$ cat src/rtl/result_bus_arbiter.sv
// Round-robin owner of the shared 4:1 ALU result mux: grants one unit per
// transfer, captures the muxed result and offers it on a valid/ready port.
module result_bus_arbiter #(
    parameter int WIDTH = 32
) (
    input  logic             clk,
    input  logic             reset,
    input  logic [3:0]       req,
    input  logic [WIDTH-1:0] mux_out,
    output logic             sel_en,
    output logic             sel_dr,
    output logic             sel_control,
    output logic [3:0]       gnt,
    output logic [WIDTH-1:0] out_data,
    output logic             out_valid,
    input  logic             out_ready
);

    typedef enum logic [1:0] {
        IDLE   = 2'd0,
        SELECT = 2'd1,
        DRIVE  = 2'd2
    } state_t;

    state_t           state_q, state_d;
    logic [1:0]       ptr_q, ptr_d;
    logic [1:0]       w_q, w_d;
    logic [WIDTH-1:0] data_q, data_d;
    logic [1:0]       winner;

    // First requester found scanning upward from the pointer, wrapping 3 -> 0.
    function automatic logic [1:0] rr_pick(input logic [3:0] r, input logic [1:0] p);
        logic [1:0] idx;
        logic [1:0] pick;
        logic       found;
        pick  = p;
        found = 1'b0;
        for (int k = 0; k < 4; k++) begin
            idx = p + 2'(k);
            if (!found && r[idx]) begin
                pick  = idx;
                found = 1'b1;
            end
        end
        return pick;
    endfunction

    assign winner = rr_pick(req, ptr_q);

    always_ff @(posedge clk) begin
        if (reset) begin
            state_q <= IDLE;
            ptr_q   <= 2'd0;
            w_q     <= 2'd0;
            data_q  <= '0;
        end else begin
            state_q <= state_d;
            ptr_q   <= ptr_d;
            w_q     <= w_d;
            data_q  <= data_d;
        end
    end

    always_comb begin
        state_d   = state_q;
        ptr_d     = ptr_q;
        w_d       = w_q;
        data_d    = data_q;
        sel_en    = 1'b0;
        gnt       = 4'b0000;
        out_valid = 1'b0;
        unique case (state_q)
            IDLE: begin
                if (|req) begin
                    w_d     = winner;
                    state_d = SELECT;
                end
            end
            SELECT: begin
                // req is deliberately not looked at here; the winner drops it next cycle.
                sel_en  = 1'b1;
                gnt     = 4'b0001 << w_q;
                data_d  = mux_out;
                ptr_d   = w_q + 2'd1;
                state_d = DRIVE;
            end
            DRIVE: begin
                out_valid = 1'b1;
                if (out_ready) begin
                    if (|req) begin
                        w_d     = winner;
                        state_d = SELECT;
                    end else begin
                        state_d = IDLE;
                    end
                end
            end
            default: state_d = IDLE;
        endcase
    end

    assign sel_dr      = w_q[1];
    assign sel_control = w_q[0];
    assign out_data    = data_q;

endmodule

$ cat config.mk
export PLATFORM = sky130hd
export DESIGN_NAME = result_bus_arbiter
export DESIGN_NICKNAME = d
export VERILOG_FILES = /design/src/rtl/result_bus_arbiter.sv
export SDC_FILE = /design/constraint.sdc
export NUM_CORES = 1
export LEC_CHECK = 0
export ABC_AREA = 1
export CAP_MARGIN = 30
export CORE_ASPECT_RATIO = 1.5
export CORE_MARGIN = 2
export CORE_UTILIZATION = 34
export DETAILED_ROUTE_END_ITERATION = 7
export PLACE_DENSITY = 0.68
export SYNTH_ARGS = -nofsm -noshare
export SYNTH_HDL_FRONTEND = slang
export SYNTH_SLANG_ARGS = --single-unit
$ cat constraint.sdc
create_clock -name clk -period 3.9 [get_ports clk]
set_input_delay 1.17 -clock clk [delete_from_list [all_inputs] [get_ports clk]]
set_output_delay 1.17 -clock clk [all_outputs]
set_load 0.02 [all_outputs]
-- Word level (Yosys, flattened, before mapping)
Cells that the tools add are included.
- add/sub/neg operators: 4
- magnitude comparators: 4
- eq/ne operators: 4
- shifts and indexed selects: 1
- muxes and demuxes: 24
- reductions and logical operators: 11
- operator list (kind ; number):
    $mux W2 ; 7
    $lt A2 B3 Y1 const B ; 4
    $mux W1 ; 10
    $bmux W1 S2 ; 4
    $pmux W2 S3 ; 1
    $add A2 B1 Y2 const B ; 2
    $add A2 B2 Y2 const B ; 2
    $mux W4 ; 1
    $ne A2 B2 Y1 const B ; 2
    $pmux W2 S2 ; 1
    $reduce_and A2 Y1 ; 2
    $reduce_or A4 Y1 ; 1
    $shl A1 B2 Y4 const A ; 1
    $logic_and A1 B1 Y1 ; 3
    $logic_not A1 Y1 ; 3
    $eq A2 B1 Y1 const B ; 1
    $eq A2 B2 Y1 const B ; 1
    $logic_not A2 Y1 ; 1
    $reduce_bool A2 Y1 ; 1
- flip-flop bits (word level): 38
- output and inout port bits: 40
- logic and storage cells: 52

-- Logic depth before layout (Yosys ltp)
- depth after elaboration: 15
- depth in mapped cells: 13
- mapped depth without buffers: 12

-- Least setup slack after synthesis
Ideal clock, no wire load.
- path kind: register -> output
- from: reg state_q[0]
- to: out gnt[0]
- arrival: 1168 ps
- setup slack: 1562 ps
- cell stages (with the launch flop): 6
- path through: dfxtp_1 inv_1 nor2_2 inv_1 clkbuf_1 nor2_1
- cells in the longest elaborated chain, start to end: 2
- RTL lines (what ; line ; source):
    start, declared ; 25 ; state_t state_q, state_d;
    start signal, assigned ; 57 ; state_q <= state_d;
    $eq A2 B1 Y1 ; 72 ; unique case (state_q)
    $mux W4 ; 72 ;
    end, declared ; 13 ; output logic [3:0] gnt,
No other way between the ends.

-- Final worst setup path
- from: reg state_q[0]
- to: out gnt[2]
Same word-level chain as after synthesis.

==> impl_metrics.py <==
metrics = {
    "detailed_routing": {
        "dr_wl_met2_um": 2310,
        "ant_nets": 0,
        "via_count": 1716,
        "drtPass1Iterations": 4,
        "highest_layer": "met4",
        "viasPerCell": 4.53,
        "wl_um": 4380,
        "met1_length_um": 1720,
        "drt_iter0_drc": 52,
        "drc": 0,
        "wl_per_cell_um": 11.5,
        "routed-wl-met3_um": 223,
    },
    "cells_and_area": {
        "diodes": 0,
        "seqCellArea_um2": 761,
        "design_area_um2": 2620,
        "final_common_cell": "nand2_1",
        "syn_to_final_growth_pct": 52.8,
        "layout-drive-gt1-share_pct": 8.63,
        "final_cell_mix": "nand2_1 (92), clkdlybuf4s50_1 (78), dfxtp_1 (38), a21oi_1 (34), inv_1 (14)",
        "fin_nets": 355,
        "multi_input_area_um2": 803,
        "fillers": 477,
    },
    "die": {
        "io_pins": 79,
        "die_h_um": 91.0,
        "start_util_pct": 35.4,
        "die_area_um2": 5640,
        "core-area_um2": 4850,
        "rows": 31,
        "die_w_um": 62.0,
    },
    "timing": {
        "finalWorstSetupSlack_ns": 0.875,
        "layout_min_cycle_time_ns": 3.02,
        "rsz0062_at_grt": "false",
        "max_freq_mhz": 331,
        "relSlewSlack_pct": 46.9,
        "hold_viol": 0,
        "tns_ns": 0,
        "setup_viol": 0,
        "slew_viol_final": 0,
        "period_share_pct": 77.6,
        "tightest_slew_ns": 0.794,
        "clock-skew-final_ns": 0.00794,
    },
    "yosys": {
        "syn_nets": 278,
        "synth_cell_types": 21,
        "syn_area_per_cell_um2": 7.30,
        "synth_seq_area_share_pct": 44.3,
        "syn_inst": 235,
        "synth_warnings": 0,
        "synth_seq_cells": 38,
        "synth_area_um2": 1720,
    },
    "placed_design": {
        "placed_area_um2": 2530,
        "dp_slack_ns": 1.14,
        "place_congestion": 0.834,
        "dpl.hpwl_um": 3240,
        "port_buffers": 78,
    },
    "power": {
        "swShare_pct": 31.2,
        "power_density_nw_per_um2": 390,
        "ir_drop_mv": 0.238,
        "clockPowerShare_pct": 26.3,
        "p_switching_mw": 0.319,
        "pwr-share-comb_pct": 30.4,
        "cellLeakagePower_nw": 1.04,
        "seqPwrFrac_pct": 43.3,
        "p_int_mw": 0.703,
    },
    "setup_path": {
        "cp.required_ns": 2.73,
        "crit_path_end_kind": "primary output",
        "critPathKind": "reg -> out",
        "critPathLaunchType": "flip-flop",
        "path_max_fanout": 18,
        "arrival_ns": 1.85,
    },
    "clock_tree": {
        "clock-root-buffer": "clkbuf_8",
        "htreeDepth": 2,
        "post_cts_buffers": 0,
        "ctsResizeCount": 0,
        "clock_latency_ns": 0.28,
        "cts_buffers": 5,
        "cts.clk_slew.worst_paths_ns": 0.07,
        "cts_tree": "done",
        "clock_sinks": 38,
        "cts_hold_buf": 0,
        "clockBufferDepth": 2,
    },
    "global_routing": {
        "grt_pass1_vias": 1636,
        "grt.overflow.total": 0,
        "antenna_found_initial": 0,
        "grt_max_degree": 36,
        "grt_usage_pct": 16.9,
        "grt_pass1_wl_um": 7260,
    },
    "hold_path": {
        "worstHoldPathType": "reg -> reg",
    },
    "status": {
        "status": "completed",
    },
    "run": {
        "maxCapViolations": 0,
    },
}
==> state kept, by name, summed over array words and instances, names as in the netlist <==
| signal | count |
|---|---|
| ptr_q | 2 |
| state_q | 2 |
| out_data | 32 |
| w_q | 2 |
==> critical path, stage by stage (launching register included) <==
cell	delay [ns]
dfxtp_1	0.35
inv_1	0.07
nor2_2	0.09
buf_4	0.23
inv_1	0.12
nor2_1	0.11
clkdlybuf4s50_1	0.61
==> area by class of cell <==
| type | instances | share of cell area [%] |
|---|---|---|
| Timing Repair Buffer | 82 | 30.9 |
| Multi-Input combinational cell | 167 | 30.6 |
| Clock buffer | 7 | 3.29 |
| Sequential cell | 38 | 29.0 |
| Clock inverter | 1 | 0.191 |
| Inverter | 18 | 2.77 |
| Tap cell | 66 | 3.15 |
==> synthesized netlist by cell type, drive strengths merged <==
cell type	count	share of area (%)
nand3	11	3.2
nor2	12	3.7
a211oi	2	0.88
inv	18	4.2
buf	6	2.1
ha	4	2.9
nand2	101	25
xor2	1	0.51
clkbuf	6	2.5
nor3	1	0.29
dfxtp	38	44
a21oi	35	10
==> metrics by stage <==
stage | std cells | power (mW) | utilization, % | hold WS, ns
2_1_floorplan | 235 | 0.636 | - | 0.528
3_3_place_gp | 371 | 0.762 | 52.2 | 0.447
3_5_place_dp | 371 | 0.765 | 52.2 | 0.453
4_1_cts | 379 | 1.04 | 54.1 | 0.462
5_1_grt | 379 | 1.09 | 54.1 | 0.482
6_report | 379 | 1.02 | 54.1 | 0.459
==> power groups by stage <==
stage	Clock (mW)	Sequential [mW]	Combinational (mW)
6_report	0.269	0.443	0.311
5_1_grt	0.296	0.447	0.344
4_1_cts	0.280	0.443	0.315
3_5_place_dp	0	0.451	0.314
3_3_place_gp	0	0.451	0.311
2_1_floorplan	0	0.478	0.158
==> cells by family after synthesis <==
group	share of synthesized area, %
and+or+nand+nor	32.1
DFF	44.3
AOI/OAI and AO/OA	11.3
buffers and inverters	8.83
adders and majority gates	2.92
xor gates and xnor gates	0.511
==> per-layer routing <==
layer	vias up	GRT usage, %
met5	-	0
met2	46	28.6
met4	0	8.33
met3	9	4.13
met1	774	18.6
li1	887	-
==> worst paths after layout <==
| kind | depth (start not counted) | slack [ns] | startpoint | endpoint |
|---|---|---|---|---|
| hold reg to reg | 2 | 0.46 | out_data[23] | out_data[23] |
| setup / recovery | 6 | 0.88 | state_q[0] | gnt[2] |
| setup reg to reg | 11 | 2.36 | ptr_q[0] | w_q[1] |
| hold / removal | 2 | 0.46 | out_data[23] | out_data[23] |
Power figures use the tool's default switching activity.
